--- src/rtl/ps2_pkg.sv ---
// Shared types and constants for the PS/2 receive sequencer.
// Holds the frame FSM encoding, the prefix bytes and the key-event payload.
package ps2_pkg;

    typedef enum logic [2:0] {
        ST_IDLE   = 3'd0,
        ST_DATA   = 3'd1,
        ST_PARITY = 3'd2,
        ST_STOP   = 3'd3,
        ST_DECODE = 3'd4
    } ps2_state_e;

    localparam logic [7:0] PS2_EXT_PREFIX   = 8'hE0;
    localparam logic [7:0] PS2_BREAK_PREFIX = 8'hF0;
    localparam int         PS2_DATA_BITS    = 8;

    typedef struct packed {
        logic [7:0] code;
        logic       ext;
        logic       brk;
    } key_event_t;

    // PS/2 uses odd parity: data bits plus parity bit must hold an odd number of ones.
    function automatic logic odd_parity_ok(input logic [7:0] data, input logic par);
        return ^{data, par};
    endfunction

endpackage

--- src/rtl/ps2_line_filter.sv ---
// Synchronizes the raw PS/2 lines and glitch-filters PS2Clk, producing a
// one-cycle strobe on every filtered falling edge plus a synchronized data bit.
module ps2_line_filter #(
    parameter int FILTER_LEN = 4
) (
    input  logic clk,
    input  logic rstn,
    input  logic ps2_clk_in,
    input  logic ps2_data_in,
    output logic strobe,
    output logic data_sync
);

    localparam int CNT_W = (FILTER_LEN > 1) ? $clog2(FILTER_LEN) : 1;
    localparam logic [CNT_W-1:0] CNT_LAST = CNT_W'(FILTER_LEN - 1);

    logic             clk_meta_r;
    logic             clk_sync_r;
    logic             data_meta_r;
    logic             data_sync_r;
    logic             clk_filt_r;
    logic [CNT_W-1:0] cnt_r;
    logic             strobe_r;
    logic             differ_s;
    logic             settle_s;

    assign differ_s  = (clk_sync_r != clk_filt_r);
    assign settle_s  = differ_s && (cnt_r == CNT_LAST);
    assign strobe    = strobe_r;
    assign data_sync = data_sync_r;

    // Two-flop synchronizers; the bus idles high so both reset to 1.
    always_ff @(posedge clk or negedge rstn) begin
        if (!rstn) begin
            clk_meta_r  <= 1'b1;
            clk_sync_r  <= 1'b1;
            data_meta_r <= 1'b1;
            data_sync_r <= 1'b1;
        end else begin
            clk_meta_r  <= ps2_clk_in;
            clk_sync_r  <= clk_meta_r;
            data_meta_r <= ps2_data_in;
            data_sync_r <= data_meta_r;
        end
    end

    // Filtered clock follows only after FILTER_LEN differing samples in a row.
    always_ff @(posedge clk or negedge rstn) begin
        if (!rstn) begin
            clk_filt_r <= 1'b1;
            cnt_r      <= '0;
            strobe_r   <= 1'b0;
        end else begin
            strobe_r <= settle_s && clk_filt_r;
            if (!differ_s || settle_s) begin
                cnt_r <= '0;
            end else begin
                cnt_r <= cnt_r + CNT_W'(1);
            end
            if (settle_s) begin
                clk_filt_r <= clk_sync_r;
            end
        end
    end

endmodule

--- src/rtl/ps2_rx_sequencer.sv ---
// PS/2 keyboard frame receiver: walks start/data/parity/stop, folds E0/F0
// prefixes into one key event and hands it over through a one-entry register.
module ps2_rx_sequencer
    import ps2_pkg::*;
#(
    parameter int FILTER_LEN     = 4,
    parameter int TIMEOUT_CYCLES = 200000
) (
    input  logic       clk,
    input  logic       rstn,
    input  logic       ps2_clk_in,
    input  logic       ps2_data_in,
    output logic       ev_valid,
    input  logic       ev_ready,
    output logic [7:0] ev_code,
    output logic       ev_ext,
    output logic       ev_break,
    output logic       err_parity,
    output logic       err_frame,
    output logic       err_overrun,
    output logic       busy
);

    localparam int WD_W = $clog2(TIMEOUT_CYCLES);
    localparam logic [WD_W-1:0] WD_LAST = WD_W'(TIMEOUT_CYCLES - 1);

    logic             strobe_s;
    logic             data_s;
    ps2_state_e       state_r, state_s;
    logic [2:0]       bit_cnt_r, bit_cnt_s;
    logic [7:0]       shift_r, shift_s;
    logic             par_r, par_s;
    logic             ext_r, ext_s;
    logic             brk_r, brk_s;
    logic [WD_W-1:0]  wd_r, wd_s;
    logic             timeout_s;
    logic             emit_s;
    logic             err_parity_s;
    logic             err_frame_s;
    key_event_t       ev_r;
    logic             ev_valid_r;
    logic             err_parity_r;
    logic             err_frame_r;
    logic             err_overrun_r;
    logic             busy_r;

    ps2_line_filter #(.FILTER_LEN(FILTER_LEN)) u_line_filter (
        .clk         (clk),
        .rstn        (rstn),
        .ps2_clk_in  (ps2_clk_in),
        .ps2_data_in (ps2_data_in),
        .strobe      (strobe_s),
        .data_sync   (data_s)
    );

    assign timeout_s = (state_r != ST_IDLE) && !strobe_s && (wd_r == WD_LAST);

    // Frame FSM next-state, datapath updates and error decisions.
    always_comb begin
        state_s      = state_r;
        bit_cnt_s    = bit_cnt_r;
        shift_s      = shift_r;
        par_s        = par_r;
        ext_s        = ext_r;
        brk_s        = brk_r;
        emit_s       = 1'b0;
        err_parity_s = 1'b0;
        err_frame_s  = 1'b0;
        if ((state_r == ST_IDLE) || strobe_s) begin
            wd_s = '0;
        end else begin
            wd_s = wd_r + WD_W'(1);
        end
        case (state_r)
            ST_IDLE: begin
                if (strobe_s && !data_s) begin
                    state_s   = ST_DATA;
                    bit_cnt_s = 3'd0;
                end else begin
                    err_frame_s = strobe_s;
                end
            end
            ST_DATA: begin
                if (strobe_s) begin
                    shift_s   = {data_s, shift_r[7:1]};
                    bit_cnt_s = bit_cnt_r + 3'd1;
                    state_s   = (bit_cnt_r == 3'(PS2_DATA_BITS - 1)) ? ST_PARITY : ST_DATA;
                end else begin
                    state_s = ST_DATA;
                end
            end
            ST_PARITY: begin
                if (strobe_s) begin
                    par_s   = data_s;
                    state_s = ST_STOP;
                end else begin
                    state_s = ST_PARITY;
                end
            end
            ST_STOP: begin
                if (strobe_s) begin
                    err_parity_s = !odd_parity_ok(shift_r, par_r);
                    err_frame_s  = odd_parity_ok(shift_r, par_r) && !data_s;
                    if (err_parity_s || err_frame_s) begin
                        state_s = ST_IDLE;
                        shift_s = 8'h00;
                        ext_s   = 1'b0;
                        brk_s   = 1'b0;
                    end else begin
                        state_s = ST_DECODE;
                    end
                end else begin
                    state_s = ST_STOP;
                end
            end
            ST_DECODE: begin
                state_s = ST_IDLE;
                if (shift_r == PS2_EXT_PREFIX) begin
                    ext_s = 1'b1;
                end else if (shift_r == PS2_BREAK_PREFIX) begin
                    brk_s = 1'b1;
                end else begin
                    emit_s = 1'b1;
                    ext_s  = 1'b0;
                    brk_s  = 1'b0;
                end
            end
            default: begin
                state_s = ST_IDLE;
            end
        endcase
        // A stalled frame is abandoned wholesale, prefixes included.
        if (timeout_s) begin
            state_s     = ST_IDLE;
            bit_cnt_s   = 3'd0;
            shift_s     = 8'h00;
            ext_s       = 1'b0;
            brk_s       = 1'b0;
            emit_s      = 1'b0;
            err_frame_s = 1'b1;
            wd_s        = '0;
        end else begin
            wd_s = wd_s;
        end
    end

    // Frame state, datapath and registered status outputs.
    always_ff @(posedge clk or negedge rstn) begin
        if (!rstn) begin
            state_r      <= ST_IDLE;
            bit_cnt_r    <= 3'd0;
            shift_r      <= 8'h00;
            par_r        <= 1'b0;
            ext_r        <= 1'b0;
            brk_r        <= 1'b0;
            wd_r         <= '0;
            err_parity_r <= 1'b0;
            err_frame_r  <= 1'b0;
            busy_r       <= 1'b0;
        end else begin
            state_r      <= state_s;
            bit_cnt_r    <= bit_cnt_s;
            shift_r      <= shift_s;
            par_r        <= par_s;
            ext_r        <= ext_s;
            brk_r        <= brk_s;
            wd_r         <= wd_s;
            err_parity_r <= err_parity_s;
            err_frame_r  <= err_frame_s;
            busy_r       <= (state_s != ST_IDLE);
        end
    end

    // One-entry holding register: pop and reload may coincide; a full, unpopped slot drops the newcomer.
    always_ff @(posedge clk or negedge rstn) begin
        if (!rstn) begin
            ev_r          <= '0;
            ev_valid_r    <= 1'b0;
            err_overrun_r <= 1'b0;
        end else begin
            err_overrun_r <= 1'b0;
            if (ev_valid_r && ev_ready) begin
                ev_valid_r <= 1'b0;
            end
            if (emit_s) begin
                if (!ev_valid_r || ev_ready) begin
                    ev_r.code  <= shift_r;
                    ev_r.ext   <= ext_r;
                    ev_r.brk   <= brk_r;
                    ev_valid_r <= 1'b1;
                end else begin
                    err_overrun_r <= 1'b1;
                end
            end
        end
    end

    assign ev_valid    = ev_valid_r;
    assign ev_code     = ev_r.code;
    assign ev_ext      = ev_r.ext;
    assign ev_break    = ev_r.brk;
    assign err_parity  = err_parity_r;
    assign err_frame   = err_frame_r;
    assign err_overrun = err_overrun_r;
    assign busy        = busy_r;

endmodule

--- config.mk ---
export PLATFORM = sky130hd
export DESIGN_NAME = ps2_rx_sequencer
export DESIGN_NICKNAME = d
export VERILOG_FILES = /design/src/rtl/ps2_pkg.sv /design/src/rtl/ps2_line_filter.sv /design/src/rtl/ps2_rx_sequencer.sv
export SDC_FILE = /design/constraint.sdc
export NUM_CORES = 1
export LEC_CHECK = 0
export CORE_ASPECT_RATIO = 1.2
export CORE_MARGIN = 5
export CORE_UTILIZATION = 43
export CTS_CLUSTER_DIAMETER = 60
export DETAILED_ROUTE_END_ITERATION = 16
export HOLD_SLACK_MARGIN = 0.15
export MAX_ROUTING_LAYER = met4
export PLACE_DENSITY = 0.71
export SYNTH_ARGS = -nofsm -noshare
export SYNTH_HDL_FRONTEND = slang
export SYNTH_SLANG_ARGS = --single-unit
--- constraint.sdc ---
create_clock -name clk -period 5.6 [get_ports clk]
set_clock_uncertainty 0.05 [all_clocks]
set_input_delay 0.56 -clock clk [delete_from_list [all_inputs] [get_ports clk]]
set_output_delay 0.56 -clock clk [all_outputs]
set_load 0.05 [all_outputs]
==> metrics.txt <==
Routed WL per cell=14.5 microns; hold slack=0.307 ns; Syn Nets=267; Reg2Reg Depth=4; total gr overflow=0; Netlist Area Pre-Place=2840 sq um; CTS clk-pin slew, worst paths=0.06 ns; layout cells sized above 1=16.1%; cell count after synthesis=258; share of the synthesized area in the top cell type=46.6%; Setup CP Type=flop to flop; FF+latch count, synth=58; largest cells by area after synthesis=dfrtp_1, mux2_2, dfstp_2; GRT Total Usage=14.5%; max capacitance violation total=0; CP arrival=2.47 ns; most common cell in the netlist=dfrtp_1; fmax=427 MHz; CP required=5.72 ns; FF/Latch Area=1460 sq um; Setup WS post-layout=3.26 ns; Worst Path Max Fanout=12; setup violators final=0; top cells by count, synth=dfrtp_1, nor2_1, a21oi_1; Worst path slowest cell=mux2i_1; Post-synth EDFFs=0; Seq/Total Area, Yosys=51.3%; CTS tree=done; RSZ-0062 raised after global routing=no; Die Width=84.2 microns; Pre-antenna DRT Iters=4; initial antenna violation count=0; Pleak=1.42 nW; largest net degree at the start of global routing=59; DR vias=1,981; 1st-iter DRT viols=143; # Post-CTS Setup Buffers=0; Max stage delay on crit path=0.81 ns; htree depth=3; Final Cycle Share=41.9%; Async SR Flop Fraction=100%; largest area contributor in the synthesized netlist=dfrtp_1; drt drc=0; I/O pin cnt=20; Ant. Diodes=0; startpoint class of the critical path=flop; vias in the first global route=1,994; first-pass GRT wire length=9380 microns; dpl hpwl=3520 microns; r2r setup slk=3.26 ns; Main synth FF type=dfrtp_1; Yosys cell types=54; Worst Tran Pin Value=0.943 ns; Slew HR=35.4%; root buffer cell=clkbuf_8; Syn. warnings=0; post_cts resized=0; Final min period=2.34 ns; FF-to-FF Start=shift_r[4]$_DFFE_PN0P_; core area=6450 sq um; Die ar.=8350 sq um; antenna-violating nets left=0; final standard cell area without fillers=3270 sq um; critical path endpoint category=flop; worst path cell trace=xor2_1, xnor3_1, mux2i_1, o32ai_1; Hold Path Class=flop to flop; Post-CTS Hold Buffers=0; I/O Buffers=19; DP Area=3080 sq um; Vias/cell=5.43; fin util=50.8%; Final Hold Vio Count=0; RePlAce Congestion=0.805; Max Slew Vio Count=0; Multi-input gate area=1290 sq um; Setup crit end=busy$_DFF_PN0_; DIE HEIGHT=99.1 microns; CTS Buf Count=9; pwr dens=303 nW/um^2; area grow syn2layout=15.1%; Setup TNS Final=0 ns; Worst R2R End=busy$_DFF_PN0_; status=finished, final reports clean; Max VDD drop=0.161 mV; # fillers=556; Worst Setup SP=shift_r[4]$_DFFE_PN0P_; Avg Synthesized Cell Area=11.0 sq um; deepest clock path buffer count=2; Cell Rows=32; Nets=284; WL final=5300 microns; insertion delay to the later sink of the worst-skew pair=0.34 ns; Initial Util=44.1%; pre-CTS setup slack=3.18 ns; Sink Count=58
## final cells by class
cell class | count | area share (%)
Sequential cell | 58 | 44.5
Multi-Input combinational cell | 180 | 39.5
Timing Repair Buffer | 21 | 6.12
Clock buffer | 14 | 4.97
Tap cell | 85 | 3.25
Clock inverter | 2 | 1.07
Inverter | 5 | 0.573
## power breakdown
part	internal [mW]	switching, mW
logic	0.0498	0.0807
clock network	0.230	0.155
registers	0.449	0.0264
## worst min-delay path by stage
stage / cells after the start / startpoint / slack (ns) / end
6_report: 0 / u_line_filter.clk_meta_r$_DFF_PN1_ / 0.31 / u_line_filter.clk_sync_r$_DFF_PN1_
5_1_grt: 0 / u_line_filter.clk_meta_r$_DFF_PN1_ / 0.32 / u_line_filter.clk_sync_r$_DFF_PN1_
4_1_cts: 0 / u_line_filter.clk_meta_r$_DFF_PN1_ / 0.31 / u_line_filter.clk_sync_r$_DFF_PN1_
3_5_place_dp: 0 / u_line_filter.data_meta_r$_DFF_PN1_ / 0.30 / u_line_filter.data_sync$_DFF_PN1_
3_3_place_gp: 0 / u_line_filter.data_meta_r$_DFF_PN1_ / 0.30 / u_line_filter.data_sync$_DFF_PN1_
2_1_floorplan: 0 / rstn / 0.21 / bit_cnt_r[0]$_DFFE_PN0P_
## placed cells by master (no fill, tap or decap), types with 2 or more instances in the layout
master,instances
dfrtp_1,53
nor2_1,28
clkdlybuf4s50_1,18
a21oi_1,16
xor2_1,13
mux2_2,12
clkbuf_8,11
nor3_1,9
nand3_1,8
and2_1,8
o32ai_1,8
o21ai_0,7
nand2_1,6
xnor2_1,5
nor3b_1,5
nand4_1,5
inv_1,5
dfstp_2,5
nand2b_1,4
ha_1,4
or3_1,3
clkbuf_1,3
and4_1,2
or3_4,2
nor4_1,2
mux2i_1,2
or4_1,2
o31ai_1,2
o211ai_1,2
a32o_1,2
a211oi_1,2
buf_4,2
## metal layers
| metal | wire, microns | part of all wire [%] | global-route usage (%) |
|---|---|---|---|
| met3 | 289 | 5.5 | 4.14 |
| met4 | 110 | 2.1 | 7.18 |
| met1 | 2380 | 45 | 17.5 |
| met5 | 0 | 0 | - |
| met2 | 2520 | 47 | 22.2 |
## logic make-up (layout without fill, tap and decap cells)
kind of cell | count (synthesis) | after routing | share of synthesized area [%]
mux | 14 | 14 | 5.46
buf+inv | 20 | 42 | 3.30
compound gates | 44 | 44 | 10.6
fa+ha+maj | 4 | 4 | 1.76
simple gates | 98 | 98 | 20.4
xor+xnor | 20 | 20 | 7.17
flops | 58 | 58 | 51.3
## registers in the layout, indices dropped and copies added (netlist names), 2 cells and up
name and cells:
state_r 3, wd_r 18, ev_code 8, bit_cnt_r 3, u_line_filter.cnt_r 2, shift_r 8
## critical path, delay by kind of cell, from the launching register on
| kind | cells | cell delay [ns] |
|---|---|---|
| multiplexers | 1 | 0.81 |
| XOR/XNOR | 2 | 0.65 |
| flip-flops | 1 | 0.45 |
| AO/OA/AOI/OAI | 1 | 0.21 |
## per-stage QoR
step                      cells  total power [mW]
after floorplan             258             0.582
after global placement      349             0.611
after detailed placement    349             0.615
after CTS                   365              1.01
after global routing        365              1.05
final                       365             0.991
No activity file was read; power rests on OpenSTA's default activity.
